$ cat src/rtl/z80_mem_responder.sv
`timescale 1ns/1ps
`default_nettype none
// ============================================================================
// Module   : z80_mem_responder
// Purpose  : z80 bus responder driving an async 8-bit SRAM, with HOLD stalls
//            and a one-entry last-read buffer for stall-free repeated reads.
// Revision : 1.0
// ============================================================================
module z80_mem_responder #(
    parameter int RD_WAIT = 1,
    parameter int WR_WAIT = 1,
    parameter bit BUF_EN  = 1'b1
) (
    input  logic        CLOCK,
    input  logic        RESET_N,
    input  logic [15:0] A,
    input  logic [7:0]  CPU_DO,
    input  logic        W,
    output logic [7:0]  DI,
    output logic        HOLD,
    output logic [15:0] MEM_A,
    output logic [7:0]  MEM_D_OUT,
    input  logic [7:0]  MEM_D_IN,
    output logic        MEM_DQ_OE,
    output logic        MEM_OE_N,
    output logic        MEM_WE_N
);

    localparam logic [3:0] C_RD_WAIT = 4'(RD_WAIT);
    localparam logic [3:0] C_WR_WAIT = 4'(WR_WAIT);

    typedef enum logic [1:0] {
        ST_IDLE    = 2'd0,
        ST_READ    = 2'd1,
        ST_WRITE   = 2'd2,
        ST_RECOVER = 2'd3
    } state_t;

    state_t      state_q;
    logic [3:0]  cnt_q;
    logic [7:0]  di_q;
    logic        hold_q;
    logic [15:0] mem_a_q;
    logic [7:0]  mem_d_out_q;
    logic        dq_oe_q;
    logic        oe_n_q;
    logic        we_n_q;
    logic        buf_valid_q;
    logic [15:0] buf_addr_q;
    logic [7:0]  buf_data_q;

    logic        buf_match;
    logic        buf_hit;

    assign buf_match = buf_valid_q && (A == buf_addr_q);
    assign buf_hit   = BUF_EN && buf_match;

    // Async reset drops both strobes and the DQ drive the instant RESET_N falls.
    always_ff @(posedge CLOCK or negedge RESET_N) begin
        if (!RESET_N) begin
            state_q     <= ST_IDLE;
            cnt_q       <= 4'd0;
            di_q        <= 8'h00;
            hold_q      <= 1'b1;
            mem_a_q     <= 16'h0000;
            mem_d_out_q <= 8'h00;
            dq_oe_q     <= 1'b0;
            oe_n_q      <= 1'b1;
            we_n_q      <= 1'b1;
            buf_valid_q <= 1'b0;
            buf_addr_q  <= 16'h0000;
            buf_data_q  <= 8'h00;
        end else begin
            case (state_q)
                ST_IDLE: begin
                    if (hold_q) begin
                        if (W) begin
                            mem_a_q     <= A;
                            mem_d_out_q <= CPU_DO;
                            dq_oe_q     <= 1'b1;
                            we_n_q      <= 1'b0;
                            hold_q      <= 1'b0;
                            cnt_q       <= C_WR_WAIT;
                            state_q     <= ST_WRITE;
                            // Write-through keeps the buffered copy coherent.
                            if (buf_match) begin
                                buf_data_q <= CPU_DO;
                            end
                        end else if (buf_hit) begin
                            di_q <= buf_data_q;
                        end else begin
                            mem_a_q <= A;
                            oe_n_q  <= 1'b0;
                            hold_q  <= 1'b0;
                            cnt_q   <= C_RD_WAIT;
                            state_q <= ST_READ;
                        end
                    end
                end
                ST_READ: begin
                    if (cnt_q == 4'd0) begin
                        di_q        <= MEM_D_IN;
                        buf_addr_q  <= mem_a_q;
                        buf_data_q  <= MEM_D_IN;
                        buf_valid_q <= BUF_EN;
                        oe_n_q      <= 1'b1;
                        hold_q      <= 1'b1;
                        state_q     <= ST_IDLE;
                    end else begin
                        cnt_q <= cnt_q - 4'd1;
                    end
                end
                ST_WRITE: begin
                    if (cnt_q == 4'd0) begin
                        we_n_q  <= 1'b1;
                        state_q <= ST_RECOVER;
                    end else begin
                        cnt_q <= cnt_q - 4'd1;
                    end
                end
                ST_RECOVER: begin
                    dq_oe_q <= 1'b0;
                    hold_q  <= 1'b1;
                    state_q <= ST_IDLE;
                end
                default: begin
                    state_q <= ST_IDLE;
                end
            endcase
        end
    end

    assign DI        = di_q;
    assign HOLD      = hold_q;
    assign MEM_A     = mem_a_q;
    assign MEM_D_OUT = mem_d_out_q;
    assign MEM_DQ_OE = dq_oe_q;
    assign MEM_OE_N  = oe_n_q;
    assign MEM_WE_N  = we_n_q;

endmodule
`default_nettype wire

$ cat config.mk
export PLATFORM = sky130hd
export DESIGN_NAME = z80_mem_responder
export DESIGN_NICKNAME = d
export VERILOG_FILES = /design/src/rtl/z80_mem_responder.sv
export SDC_FILE = /design/constraint.sdc
export NUM_CORES = 1
export LEC_CHECK = 0
export ABC_AREA = 1
export CORE_MARGIN = 10
export CORE_UTILIZATION = 46
export DETAILED_ROUTE_END_ITERATION = 8
export HOLD_SLACK_MARGIN = 0.12
export MAX_ROUTING_LAYER = met4
export PLACE_DENSITY = 0.76
export SLEW_MARGIN = 20
export SYNTH_ARGS = -nofsm -noshare
export SYNTH_HDL_FRONTEND = slang
export SYNTH_SLANG_ARGS = --single-unit
$ cat constraint.sdc
create_clock -name CLOCK -period 1.6 [get_ports CLOCK]
set_input_delay 0.16 -clock CLOCK [delete_from_list [all_inputs] [get_ports CLOCK]]
set_output_delay 0.16 -clock CLOCK [all_outputs]
set_load 0.02 [all_outputs]
==> flow_summary.yaml <==
outcome:
  status: "complete, but fails checks"
  violations: "negative setup slack"
yosys:
  async_reset_ff_frac: 1.00
  netlist_area_um2: 3320
  synthAdderAreaFrac: 0.0226
  synth_edf_count: 0
  yosys.area_share.simple: 0.276
  syn_nets: 462
  yosysWarnings: 0
  syn_inst: 421
  synth_mux_area_frac: 0.00340
  syn_area_per_cell_um2: 7.88
  synthFlopType: "dfrtp_1"
  yosysSeqAreaShare: 0.507
  synth_cell_types: 27
  synth_xor_area_frac: 0
  ys_ff_latch: 67
  synth_top_family_by_area: "simple AND/OR/NAND/NOR gates"
  synth_compound_area_frac: 0.109
clocking:
  clk_latency_ns: 0.35
  clkSinkCount: 67
  cts_made_buffers: 9
  htreeDepth: 3
  cts_buffer_depth: 2
  cts_root_buf: "clkbuf_8"
  cts_tree: "built"
  clk_pin_slew_ns: 0.08
routing:
  dr.pass1.iters: 4
  ant_nets: 0
  wl_met3_um: 373
  viasPerCell: 4.99
  wire_per_inst_um: 14.4
  vias: 3130
  routed.top_layer: "met4"
  wirelength_um: 9040
  drt_iter0_drc: 164
  wl_met2_um: 4590
  wl_met1_um: 3900
  remaining_drc_errors: 0
floorplan:
  core_area_um2: 6910
  dieArea_um2: 11000
  dieWidth_um: 105
  start_util: 0.480
  chipHeight_um: 105
  row_count: 30
  ios: 71
sta:
  maxSlewHeadroom: 0.762
  grt_setup_unrepaired: "true"
  skew_ns: 0.0158
  period_minus_slack_ns: 1.66
  timing.final.crit_share: 1.04
  setup_viol: 13
  finalSetupTns_ns: -0.200
  hold_violations: 0
  slew_viol_final: 0
  fin_ws_ns: -0.0561
  timing.fmax_mhz: 604
  tightest_slew_ns: 0.358
setup_path:
  worstPathArrival_ns: 1.88
  worst_r2r_endpoint: "MEM_A[6]"
  slowest_stage: "dfrtp_1"
  reg2reg_setup_slack_ns: -0.06
  worst-r2r-cell-count: 9
  slowest_delay_ns: 0.39
  critPathLaunchType: "flop"
  crit_path_end_kind: "flop"
  crit_required_ns: 1.82
  cp_max_fo: 8
  crit_path_frequent_cell: "nand2_1"
  r2r-start: "buf_addr_q[7]"
  worstSetupPathType: "reg2reg"
  path_cells: "nand2_1 > nand2_1 > nor2_1 > nand2_1 > nor2_4 > nand4_1 > nand2_4 > clkbuf_16 > o21ai_0"
finish:
  fin_util: 0.697
  drive_gt1_frac: 0.205
  stdcell_count: 627
  syn_to_final_growth_pct: 45.1
  design_area_um2: 4810
  num-fill-cells: 531
  antenna_cells: 0
  fin_nets: 567
pwr:
  swShare: 0.417
  p_comb_frac: 0.534
  power.internal_mw: 5.67
  ir_drop_mv: 0.921
  p_sw_mw: 4.06
  cellLeakagePower_nw: 2.39
  clkPwrFrac: 0.162
  p_per_area_nw_per_um2: 2020
  power.share.sequential: 0.304
placed_design:
  placed_area_um2: 4330
  dpl.hpwl_um: 6290
  pre_cts_slack_ns: -0.294
  place_congestion: 0.829
  port_buffers: 70
  dpl.cell_count: 602
global_route:
  grt_max_degree: 68
  grt_pass1_wl_um: 14200
  grt_pass1_vias: 3085
  grt_overflow: 0
  antenna_found_initial: 0
  grt_usage: 0.159
hold_path:
  hold_path_class: "in2async"
run:
  cap_violations: 0
## cell families after synthesis
family / Yosys count
AND/OR/NAND/NOR: 220
AO/OA/AOI/OAI: 62
adder cells (fa/ha/maj): 6
buffers and inverters: 65
multiplexers: 1
flip-flops: 67
## worst max-delay path: cells and delay by family (launching register included)
family	cells	cell delay [ns]
and+or+nand+nor	7	0.86
DFF	1	0.39
buffers and inverters	1	0.18
AOI/OAI and AO/OA	1	0.09
## cells in the mapped netlist (2+ instances only)
cell type  number  area, µm²
inv_1          51        191
nor2_2          3       18.8
o21a_1          2       15.0
clkbuf_1        6       22.5
dfrtp_1        64       1600
nand4_1        19        119
o22ai_1         2       12.5
buf_6           2       22.5
nand3_1         5       25.0
buf_4           3       22.5
a21oi_1         3       15.0
a21boi_0        6       45.0
ha_1            6       75.1
o21ai_2         8       70.1
nor2_1         14       52.6
nand2_1       174        653
inv_2           2       7.51
dfstp_2         3       78.8
o21ai_0        40        200
## layout make-up
| cell class | instances | area [µm²] | share of cell area |
|---|---|---|---|
| clock buffers | 9 | 124 | 0.0257 |
| clock inverters | 7 | 100 | 0.0208 |
| inverters | 53 | 199 | 0.0414 |
| multi-input cells | 289 | 1500 | 0.312 |
| flip-flops and latches | 67 | 1680 | 0.349 |
| well taps | 96 | 120 | 0.0250 |
| repair buffers | 106 | 1090 | 0.226 |
## how the worst max path moves through the flow
stage	startpoint	end	slack (ns)	depth (start not counted)
3_5_place_dp	A[7]	DI[6]	-0.29	13
2_1_floorplan	state_q[1]	buf_data_q[0]	0.02	12
4_1_cts	state_q[0]	DI[6]	-0.004	10
5_1_grt	buf_addr_q[10]	MEM_A[6]	-0.19	10
3_3_place_gp	A[7]	DI[7]	-0.23	13
6_report	buf_addr_q[7]	MEM_A[6]	-0.06	9
## registers in the layout (all words and copies together), names as in the netlist
| signal | flops |
|---|---|
| MEM_D_OUT | 8 |
| cnt_q | 4 |
| DI | 8 |
| MEM_OE_N | 1 |
| buf_data_q | 8 |
| buf_addr_q | 16 |
| MEM_A | 16 |
| HOLD | 1 |
| buf_valid_q | 1 |
| state_q | 2 |
| MEM_DQ_OE | 1 |
| MEM_WE_N | 1 |
## repair_timing
| action | in CTS | in global routing |
|---|---|---|
| hold buffers | 1 | 0 |
| buffers inserted | 0 | 4 |
| gates resized for setup | 9 | 53 |
| cloned | 0 | 4 |
| hold endpoints to repair | 65 | 0 |
| pin swaps | 5 | 18 |
| setup endpoints to repair | 17 | 55 |
## stage by stage
stage	power [mW]	hold slack, ns
6_report	9.73	0.344
5_1_grt	10.4	0.385
4_1_cts	9.22	0.360
3_5_place_dp	7.58	0.208
3_3_place_gp	7.43	0.208
2_1_floorplan	5.62	-0.136
## power by group through the flow
stage | Clock, mW | Combinational, mW | Sequential [mW]
after floorplan | 0 | 2.24 | 3.39
after global placement | 0 | 4.50 | 2.92
after detailed placement | 0 | 4.63 | 2.95
after CTS | 1.61 | 4.67 | 2.93
after global routing | 1.67 | 5.69 | 3.05
final | 1.57 | 5.19 | 2.96
## layout by cell type, fill, tap and decap left out, types with 3 or more instances in the layout
cell type,Yosys,layout
nand2_1,174,155
clkdlybuf4s50_1,0,66
dfrtp_1,64,64
inv_1,51,45
o21ai_0,40,24
buf_4,3,23
nand4_1,19,19
nand2_2,1,18
o21ai_1,1,14
o21ai_2,8,11
nor2_1,14,10
clkbuf_8,0,9
inv_2,2,8
nor2_4,1,6
a21boi_0,6,6
ha_1,6,5
buf_6,2,5
buf_12,0,4
dfstp_2,3,3
nand3_1,5,3
clkinvlp_4,0,3
clkbuf_16,0,3
dlygate4sd2_1,0,3
## routing by layer
layer  up-vias  global-route usage
li1       1533                   -
met1      1488               0.186
met2        90               0.263
met3        19              0.0381
met4         0              0.0510
met5         -                   -
Note: power is estimated with default switching activity, not from simulation.
